<file path="src/rtl/net_pkg.sv">
// Shared constants for the frame link: codes, lengths, field positions, FSM encoding.
// Latency: n/a (declarations only); backpressure: n/a.
package net_pkg;

    localparam int         ID_W         = 2;
    localparam int         FRAME_W      = 128;
    localparam logic [7:0] ACK_CODE_DEF = 8'hA5;
    localparam logic [7:0] NAK_CODE_DEF = 8'h5A;
    localparam logic [3:0] RESP_LEN     = 4'd3;

    localparam int CODE_LSB = 0;
    localparam int SEQ_LSB  = 8;
    localparam int ID_LSB   = 16;

    localparam logic [2:0] ST_IDLE    = 3'd0;
    localparam logic [2:0] ST_GAP     = 3'd1;
    localparam logic [2:0] ST_WAIT_TX = 3'd2;
    localparam logic [2:0] ST_START   = 3'd3;
    localparam logic [2:0] ST_CONFIRM = 3'd4;
    localparam logic [2:0] ST_DRAIN   = 3'd5;

    typedef struct packed {
        logic            nak;
        logic [ID_W-1:0] id;
        logic [7:0]      seq;
    } evt_t;

    function automatic logic [FRAME_W-1:0] build_frame(input logic [7:0]      code,
                                                       input logic [7:0]      seq,
                                                       input logic [ID_W-1:0] id);
        logic [FRAME_W-1:0] f;
        f                   = '0;
        f[CODE_LSB +: 8]    = code;
        f[SEQ_LSB +: 8]     = seq;
        f[ID_LSB +: ID_W]   = id;
        return f;
    endfunction

endpackage

</file>
<file path="src/rtl/ack_responder_if.sv">
// Receiver-event inputs and transmitter request/response signals of the responder.
// Latency: n/a (wiring only); backpressure: tx_busy level from the transmitter.
interface ack_responder_if;
    import net_pkg::*;

    logic               rx_valid;
    logic               rx_crc_err;
    logic [FRAME_W-1:0] rx_data;
    logic [3:0]         rx_len;
    logic [ID_W-1:0]    sender_id;
    logic               tx_busy;
    logic               tx_start;
    logic [FRAME_W-1:0] tx_data;
    logic [3:0]         tx_len;
    logic [ID_W-1:0]    tx_dest_id;

    modport slave (
        input  rx_valid, rx_crc_err, rx_data, rx_len, sender_id, tx_busy,
        output tx_start, tx_data, tx_len, tx_dest_id
    );

    modport master (
        output rx_valid, rx_crc_err, rx_data, rx_len, sender_id, tx_busy,
        input  tx_start, tx_data, tx_len, tx_dest_id
    );
endinterface

</file>
<file path="src/rtl/sat_counter8.sv">
// 8-bit event counter that sticks at 255 instead of wrapping.
// Latency: 1 cycle from inc_i to cnt_o; backpressure: none.
module sat_counter8 (
    input  logic       clk,
    input  logic       rst_n,
    input  logic       inc_i,
    output logic [7:0] cnt_o
);
    logic [7:0] cnt_q;

    always_ff @(posedge clk or negedge rst_n) begin
        if (!rst_n) begin
            cnt_q <= 8'd0;
        end else if (inc_i && (cnt_q != 8'hFF)) begin
            cnt_q <= cnt_q + 8'd1;
        end
    end

    assign cnt_o = cnt_q;
endmodule

</file>
<file path="src/rtl/ack_responder.sv">
// Answers each received frame with an ACK (good) or NAK (CRC error) after a turnaround gap.
// Latency: tx_start 502 cycles after the rx edge when idle; backpressure: waits on tx_busy.
module ack_responder
    import net_pkg::*;
#(
    parameter int         TURNAROUND_CYC  = 500,
    parameter int         CONFIRM_TIMEOUT = 1000,
    parameter bit         NAK_ENABLE      = 1'b1,
    parameter logic [7:0] ACK_CODE        = ACK_CODE_DEF,
    parameter logic [7:0] NAK_CODE        = NAK_CODE_DEF
) (
    input  logic            clk,
    input  logic            rst_n,
    input  logic            enable,
    input  logic [ID_W-1:0] my_id,
    ack_responder_if.slave  bus,
    output logic            resp_busy,
    output logic            dup_flag,
    output logic [7:0]      ack_cnt,
    output logic [7:0]      nak_cnt,
    output logic [7:0]      drop_cnt,
    output logic            tx_timeout_err
);
    localparam int MAX_CYC = (TURNAROUND_CYC > CONFIRM_TIMEOUT) ? TURNAROUND_CYC : CONFIRM_TIMEOUT;
    localparam int CNT_W   = $clog2(MAX_CYC + 1);

    logic [2:0]       state_q, state_d;
    logic [CNT_W-1:0] cnt_q, cnt_d;
    logic             armed_q, rxv_q, crc_q;
    logic             slot_vld_q;
    evt_t             slot_q, act_q, ev_new;
    logic [3:0]       tbl_vld_q;
    logic [7:0]       tbl_seq_q [4];
    logic             dup_q, to_err_q;
    logic             rise_v, rise_e, ev_hit, take, hold;
    logic             ack_inc, nak_inc, drop_inc, to_set, load_act;
    logic             unused_rx;

    // armed_q masks the first cycle after reset so a level already high is not an edge
    assign rise_v   = armed_q & bus.rx_valid & ~rxv_q;
    assign rise_e   = armed_q & bus.rx_crc_err & ~crc_q;
    assign ev_hit   = (rise_v | rise_e) & enable & (bus.sender_id != my_id)
                      & (rise_e | (bus.rx_len != 4'd0));
    assign ev_new   = {rise_e, bus.sender_id, bus.rx_data[7:0]};
    assign take     = (state_q == ST_IDLE) & slot_vld_q;
    assign drop_inc = ev_hit & slot_vld_q & ~take;
    assign unused_rx = ^bus.rx_data[FRAME_W-1:8];

    always_comb begin
        state_d  = state_q;
        cnt_d    = cnt_q;
        ack_inc  = 1'b0;
        nak_inc  = 1'b0;
        to_set   = 1'b0;
        load_act = 1'b0;
        case (state_q)
            ST_IDLE: begin
                if (slot_vld_q) begin
                    if (slot_q.nak && !NAK_ENABLE) begin
                        nak_inc = 1'b1;
                    end else begin
                        load_act = 1'b1;
                        cnt_d    = '0;
                        state_d  = ST_GAP;
                    end
                end
            end
            ST_GAP: begin
                if (cnt_q == CNT_W'(TURNAROUND_CYC - 1)) state_d = ST_WAIT_TX;
                else                                     cnt_d   = cnt_q + 1'b1;
            end
            ST_WAIT_TX: begin
                if (!bus.tx_busy) state_d = ST_START;
            end
            ST_START: begin
                cnt_d   = '0;
                state_d = ST_CONFIRM;
            end
            ST_CONFIRM: begin
                if (bus.tx_busy) begin
                    ack_inc = ~act_q.nak;
                    nak_inc = act_q.nak;
                    state_d = ST_DRAIN;
                end else if (cnt_q == CNT_W'(CONFIRM_TIMEOUT - 1)) begin
                    to_set  = 1'b1;
                    state_d = ST_IDLE;
                end else begin
                    cnt_d = cnt_q + 1'b1;
                end
            end
            ST_DRAIN: begin
                if (!bus.tx_busy) state_d = ST_IDLE;
            end
            default: state_d = ST_IDLE;
        endcase
    end

    always_ff @(posedge clk or negedge rst_n) begin
        if (!rst_n) begin
            state_q    <= ST_IDLE;
            cnt_q      <= '0;
            armed_q    <= 1'b0;
            rxv_q      <= 1'b0;
            crc_q      <= 1'b0;
            slot_vld_q <= 1'b0;
            slot_q     <= '0;
            act_q      <= '0;
            tbl_vld_q  <= '0;
            dup_q      <= 1'b0;
            to_err_q   <= 1'b0;
            for (int i = 0; i < 4; i++) tbl_seq_q[i] <= 8'd0;
        end else begin
            state_q <= state_d;
            cnt_q   <= cnt_d;
            armed_q <= 1'b1;
            rxv_q   <= bus.rx_valid;
            crc_q   <= bus.rx_crc_err;
            if (ev_hit) begin
                slot_vld_q <= 1'b1;
                slot_q     <= ev_new;
            end else if (take) begin
                slot_vld_q <= 1'b0;
            end
            if (load_act) begin
                act_q <= slot_q;
                if (!slot_q.nak) begin
                    dup_q                 <= tbl_vld_q[slot_q.id] && (tbl_seq_q[slot_q.id] == slot_q.seq);
                    tbl_vld_q[slot_q.id]  <= 1'b1;
                    tbl_seq_q[slot_q.id]  <= slot_q.seq;
                end
            end
            if (to_set) to_err_q <= 1'b1;
        end
    end

    assign hold           = (state_q == ST_START) || (state_q == ST_CONFIRM) || (state_q == ST_DRAIN);
    assign bus.tx_start   = (state_q == ST_START);
    assign bus.tx_data    = hold ? build_frame(act_q.nak ? NAK_CODE : ACK_CODE,
                                               act_q.nak ? 8'h00 : act_q.seq, my_id) : '0;
    assign bus.tx_len     = hold ? RESP_LEN : 4'd0;
    assign bus.tx_dest_id = hold ? act_q.id : '0;
    assign resp_busy      = (state_q != ST_IDLE);
    assign dup_flag       = dup_q;
    assign tx_timeout_err = to_err_q;

    sat_counter8 u_ack  (.clk(clk), .rst_n(rst_n), .inc_i(ack_inc),  .cnt_o(ack_cnt));
    sat_counter8 u_nak  (.clk(clk), .rst_n(rst_n), .inc_i(nak_inc),  .cnt_o(nak_cnt));
    sat_counter8 u_drop (.clk(clk), .rst_n(rst_n), .inc_i(drop_inc), .cnt_o(drop_cnt));
endmodule

</file>
<file path="src/flat_wrapper.sv">
// flat-port wrapper written by rule: the top's interface ports become plain ports
module ack_responder_flat import net_pkg::*;
#(
    parameter int         TURNAROUND_CYC  = 500,
    parameter int         CONFIRM_TIMEOUT = 1000,
    parameter bit         NAK_ENABLE      = 1'b1,
    parameter logic [7:0] ACK_CODE        = ACK_CODE_DEF,
    parameter logic [7:0] NAK_CODE        = NAK_CODE_DEF
)
  (clk, rst_n, enable, my_id, resp_busy, dup_flag, ack_cnt, nak_cnt, drop_cnt, tx_timeout_err, bus_rx_valid, bus_rx_crc_err, bus_rx_data, bus_rx_len, bus_sender_id, bus_tx_busy, bus_tx_start, bus_tx_data, bus_tx_len, bus_tx_dest_id);
  ack_responder_if bus_i ();
  input  logic clk;
  input  logic rst_n;
  input  logic enable;
  input  logic [ID_W-1:0] my_id;
  output logic resp_busy;
  output logic dup_flag;
  output logic [7:0] ack_cnt;
  output logic [7:0] nak_cnt;
  output logic [7:0] drop_cnt;
  output logic tx_timeout_err;
  input wire logic [$bits(bus_i.rx_valid)-1:0] bus_rx_valid;
  input wire logic [$bits(bus_i.rx_crc_err)-1:0] bus_rx_crc_err;
  input wire logic [$bits(bus_i.rx_data)-1:0] bus_rx_data;
  input wire logic [$bits(bus_i.rx_len)-1:0] bus_rx_len;
  input wire logic [$bits(bus_i.sender_id)-1:0] bus_sender_id;
  input wire logic [$bits(bus_i.tx_busy)-1:0] bus_tx_busy;
  output wire logic [$bits(bus_i.tx_start)-1:0] bus_tx_start;
  output wire logic [$bits(bus_i.tx_data)-1:0] bus_tx_data;
  output wire logic [$bits(bus_i.tx_len)-1:0] bus_tx_len;
  output wire logic [$bits(bus_i.tx_dest_id)-1:0] bus_tx_dest_id;
  assign bus_i.rx_valid = bus_rx_valid;
  assign bus_i.rx_crc_err = bus_rx_crc_err;
  assign bus_i.rx_data = bus_rx_data;
  assign bus_i.rx_len = bus_rx_len;
  assign bus_i.sender_id = bus_sender_id;
  assign bus_i.tx_busy = bus_tx_busy;
  assign bus_tx_start = bus_i.tx_start;
  assign bus_tx_data = bus_i.tx_data;
  assign bus_tx_len = bus_i.tx_len;
  assign bus_tx_dest_id = bus_i.tx_dest_id;
  ack_responder #(.TURNAROUND_CYC(TURNAROUND_CYC), .CONFIRM_TIMEOUT(CONFIRM_TIMEOUT), .NAK_ENABLE(NAK_ENABLE), .ACK_CODE(ACK_CODE), .NAK_CODE(NAK_CODE)) u_core (.clk(clk), .rst_n(rst_n), .enable(enable), .my_id(my_id), .bus(bus_i), .resp_busy(resp_busy), .dup_flag(dup_flag), .ack_cnt(ack_cnt), .nak_cnt(nak_cnt), .drop_cnt(drop_cnt), .tx_timeout_err(tx_timeout_err));
endmodule
</file>
<file path="config.mk">
export PLATFORM = sky130hd
export DESIGN_NAME = ack_responder_flat
export DESIGN_NICKNAME = d
export VERILOG_FILES = /design/src/rtl/net_pkg.sv /design/src/rtl/ack_responder_if.sv /design/src/rtl/sat_counter8.sv /design/src/rtl/ack_responder.sv /design/src/flat_wrapper.sv
export SDC_FILE = /design/constraint.sdc
export NUM_CORES = 1
export LEC_CHECK = 0
export ABC_AREA = 1
export CORE_ASPECT_RATIO = 1.1
export CORE_MARGIN = 1
export CORE_UTILIZATION = 37
export CTS_BUF_LIST = sky130_fd_sc_hd__clkbuf_2 sky130_fd_sc_hd__clkbuf_4 sky130_fd_sc_hd__clkbuf_8
export DETAILED_ROUTE_END_ITERATION = 8
export HOLD_SLACK_MARGIN = 0.03
export PLACE_DENSITY_LB_ADDON = 0.12
export RECOVER_POWER = 100
export SYNTH_ARGS = -nofsm -noshare
export SYNTH_HDL_FRONTEND = slang
export SYNTH_SLANG_ARGS = --single-unit
</file>
<file path="constraint.sdc">
create_clock -name clk -period 1.41 [get_ports clk]
set_input_delay 0.2115 -clock clk [delete_from_list [all_inputs] [get_ports clk]]
set_output_delay 0.2115 -clock clk [all_outputs]
set_load 0.005 [all_outputs]
</file>
==> flow_metrics.env <==
export IMPL_grt_pass1_wl_mm=24.21
export IMPL_netlist_area_um2=5918
export IMPL_die_area_um2=16510
export IMPL_yosys_area_top_type="dfrtp_1"
export IMPL_cts_root_buf="clkbuf_8"
export IMPL_fin_crit_sh=1.327
export IMPL_power_share_clock=0.149
export IMPL_rsz0062_at_grt="yes"
export IMPL_drt_wl_total_mm=16.17
export IMPL_cts_buffer_depth=2
export IMPL_wl_met3_um=693
export IMPL_slew_viol_final=0
export IMPL_cts_tree="done"
export IMPL_drt_pass1_iter_count=5
export IMPL_initial_core_util=0.3776
export IMPL_relSlewSlack=0.6415
export IMPL_switchingPower_mw=5.906
export IMPL_p_int_mw=9.137
export IMPL_antenna_found_initial=0
export IMPL_syn_inst=751
export IMPL_dp_cells=1093
export IMPL_gr_total_overflow=0
export IMPL_critPathTopFamily="buffers and inverters"
export IMPL_synth_top_family_by_area="simple AND/OR/NAND/NOR gates"
export IMPL_via_per_inst=4.524
export IMPL_critPathLaunchType="flip-flop"
export IMPL_cp_max_fo=5
export IMPL_dp_hpwl_mm=9.913
export IMPL_power_density_nw_per_um2=1647
export IMPL_failed_checks="setup timing"
export IMPL_cp_slowest_cell="dfrtp_1"
export IMPL_fin_crit_ns=1.871
export IMPL_skew_ns=0.01247
export IMPL_final_nets=1131
export IMPL_syn_mean_instance_area_um2=7.880
export IMPL_grt_pass1_vias=4806
export IMPL_sequentialPowerShare=0.301
export IMPL_endpoint_kind="primary output"
export IMPL_area_growth_syn_to_layout_pct=54.31
export IMPL_wl_per_cell_um=13.58
export IMPL_fmax_mhz=534.4
export IMPL_io_pins=304
export IMPL_ff2ff_setup_slack_ns=-0.36
export IMPL_crit_chain="inv_2 -> nor3_4 -> inv_2 -> nand2_4 -> buf_6 -> inv_6 -> buf_12 -> nor2_4 -> buf_2"
export IMPL_synthTopCellsByArea="dfrtp_1, buf_4, nand2_1"
export IMPL_cpMostUsedCell="inv_2"
export IMPL_synth_compound_area_frac=0.06512
export IMPL_swShare=0.3926
export IMPL_synth_top_area_frac=0.4271
export IMPL_peakVddDrop_mv=0.6844
export IMPL_drc=0
export IMPL_setup_tns_final_ns=-28.70
export IMPL_drv_cap=0
export IMPL_async_reset_ff_frac=1.000
export IMPL_rows=48
export IMPL_synth_ff_type="dfrtp_1"
export IMPL_max_slew_worst_pin_slew_ns=0.5377
export IMPL_power_frac_comb=0.551
export IMPL_core_area_um2=15680
export IMPL_yosysSeqAreaShare=0.4271
export IMPL_synthSimpleGateAreaFrac=0.2520
export IMPL_arrival_ns=1.66
export IMPL_drive_gt1_frac=0.4040
export IMPL_crit_buf_inv=6
export IMPL_leakage_nw=4.706
export IMPL_die_w_um=122.6
export IMPL_fin_cells=1190
export IMPL_synthMuxAreaShare=0
export IMPL_io_buffers=71
export IMPL_setup_slack_ns=-0.4611
export IMPL_hold_violations=0
export IMPL_met2_length_mm=8.137
export IMPL_finalInstanceArea_um2=9133
export IMPL_ys_ff_latch=101
export IMPL_hold_path_class="input port to asynchronous set/reset pin"
export IMPL_report_power_total_mw=15.04
export IMPL_synth_edf_count=0
export IMPL_fill_cells=1388
export IMPL_max_stage_delay_ns=0.38
export IMPL_die_h_um=134.6
export IMPL_htree_levels=3
export IMPL_yosysWarnings=0
export IMPL_status="finished, violations left"
export IMPL_place_congestion=0.8037
export IMPL_cts_buffers=9
export IMPL_clk_pin_slew_ns=0.11
export IMPL_synth_fa_ha_area_frac=0.008457
export IMPL_final_util=0.5826
export IMPL_final_antenna_net_count=0
export IMPL_grt_usage=0.1903
export IMPL_diodes=0
export IMPL_setup_viol=120
export IMPL_clkLatencyLatePin_ns=0.40
export IMPL_synth_xor_area_frac=0.04292
export IMPL_num_vias=5384
export IMPL_cp_required_ns=1.20
export IMPL_cts_sinks=101
export IMPL_grt_max_degree=44
export IMPL_drtIter0Drc=235
export IMPL_ys_types=32
export IMPL_wl_met1_mm=6.935
export IMPL_placed_cell_area_um2=7266
export IMPL_highest_layer="met4"
export IMPL_critical_path_class="flip-flop to primary output"
## layout by cell type (no fill, tap or decap), types with 15 or more instances in the layout
master and count:
xor2_1 16, nor2_1 28, nand3_1 20, nand2_2 46, o21ai_2 23, conb_1 113, nand2_4 33, nand2_1 151
buf_2 21, inv_1 47, nor2_4 18, buf_4 88, clkdlybuf4s50_1 18, o21ai_1 33, buf_6 61, buf_12 16
dfrtp_1 100, nand3_2 15, dlygate4sd2_1 15
## sequential cells by signal, summed over array words and instances, names as in the netlist, 3 cells and up
register and cells:
u_core.tbl_seq_q 32, u_core.cnt_q 10, u_core.u_nak.cnt_o 8, u_core.act_q 11
u_core.tbl_vld_q 4, u_core.slot_q 11, u_core.state_q 3, u_core.u_ack.cnt_o 8
u_core.u_drop.cnt_o 8
## what timing repair did
item                                   CTS  global route
gates cloned                             8             3
setup endpoints to repair              122           128
endpoints found under the hold margin   90             0
setup buffers                           57            28
hold buffers                             1             0
resized for setup                      267           201
pin swaps                               43            46
## logic make-up (layout without fill, tap and decap cells)
| kind of cell | Yosys count | after routing |
|---|---|---|
| fa+ha+maj | 4 | 4 |
| other cells | 2 | 113 |
| flops | 101 | 101 |
| buf+inv | 195 | 322 |
| simple gates | 348 | 349 |
| xor+xnor | 29 | 29 |
| compound gates | 72 | 72 |
## final cells by class
class / count / area, µm² / share of cell area
tap: 200 / 250.2 / 0.02740
inverter: 58 / 245.2 / 0.02685
sequential: 101 / 2529 / 0.2769
clock inverter: 4 / 77.57 / 0.008494
timing repair buffer: 248 / 2412 / 0.2641
clock buffer: 12 / 158.9 / 0.01740
multi-input combinational: 567 / 3460 / 0.3788
## layer usage
metal	GRT usage	vias to the layer above
met5	0	-
met4	0.07385	0
met3	0.02576	26
met2	0.3081	183
met1	0.2566	2569
li1	-	2606
## Yosys cell counts (2+ instances only)
library cell  count
nand4_1           8
clkbuf_1          3
nand3_2           3
buf_2            13
xnor2_1          12
nand2_2           4
nor3b_1           2
buf_4           121
nor3_1            5
o21ai_1           2
ha_1              4
a21oi_1           6
o21ai_2           3
xor2_1           17
dfrtp_1         101
o21ai_0          57
conb_1            2
nor2_4            4
o21bai_1          2
nor2_2            6
nand2_4           2
inv_1            51
inv_2             6
nand3_1          40
nor2_1           47
nand2_1         224
## power by group through the flow
| stage | sequential, mW | combinational, mW | clock [mW] |
|---|---|---|---|
| 2_1_floorplan | 4.40 | 3.12 | 0 |
| 3_3_place_gp | 4.39 | 5.64 | 0 |
| 3_5_place_dp | 4.41 | 5.72 | 0 |
| 4_1_cts | 4.37 | 7.09 | 2.27 |
| 5_1_grt | 4.63 | 9.03 | 2.37 |
| 6_report | 4.52 | 8.28 | 2.24 |
## worst reg2reg max path: stages (launching register included)
cell and delay (ns):
dfrtp_1 0.41, inv_2 0.10, buf_6 0.11, nand2_4 0.06, buf_6 0.12, nor2_4 0.14
nand4_1 0.20, nand3_4 0.18, buf_12 0.15, clkinv_8 0.09, nand2_2 0.06, nand2_1 0.04
## metrics by stage
stage / hold WS (ns) / setup slack, ns
2_1_floorplan: -0.08409 / -0.09600
4_1_cts: 0.2126 / -0.4624
5_1_grt: 0.3401 / -0.5803
3_3_place_gp: 0.1213 / -0.3626
3_5_place_dp: 0.1198 / -0.4421
6_report: 0.2961 / -0.4611
## worst paths after layout
check / end / from / cells after the start
worst max-delay path: bus_tx_data[6] / u_core.state_q[1]$_DFFE_PN0P_ / 9
min in group clk: u_core.slot_q[0]$_DFFE_PN0P_ / bus_rx_data[0] / 3
max in group asynchronous: u_core.tx_timeout_err$_DFFE_PN0P_ / rst_n / 3
worst max register to register: u_core.cnt_q[2]$_DFFE_PN0P_ / u_core.state_q[1]$_DFFE_PN0P_ / 11
worst min-delay path: u_core.tbl_seq_q[21]$_DFFE_PN0P_ / rst_n / 2
worst min register to register: u_core.tbl_vld_q[3]$_DFFE_PN0P_ / u_core.tbl_vld_q[3]$_DFFE_PN0P_ / 2
No activity file was read; power rests on OpenSTA's default activity.
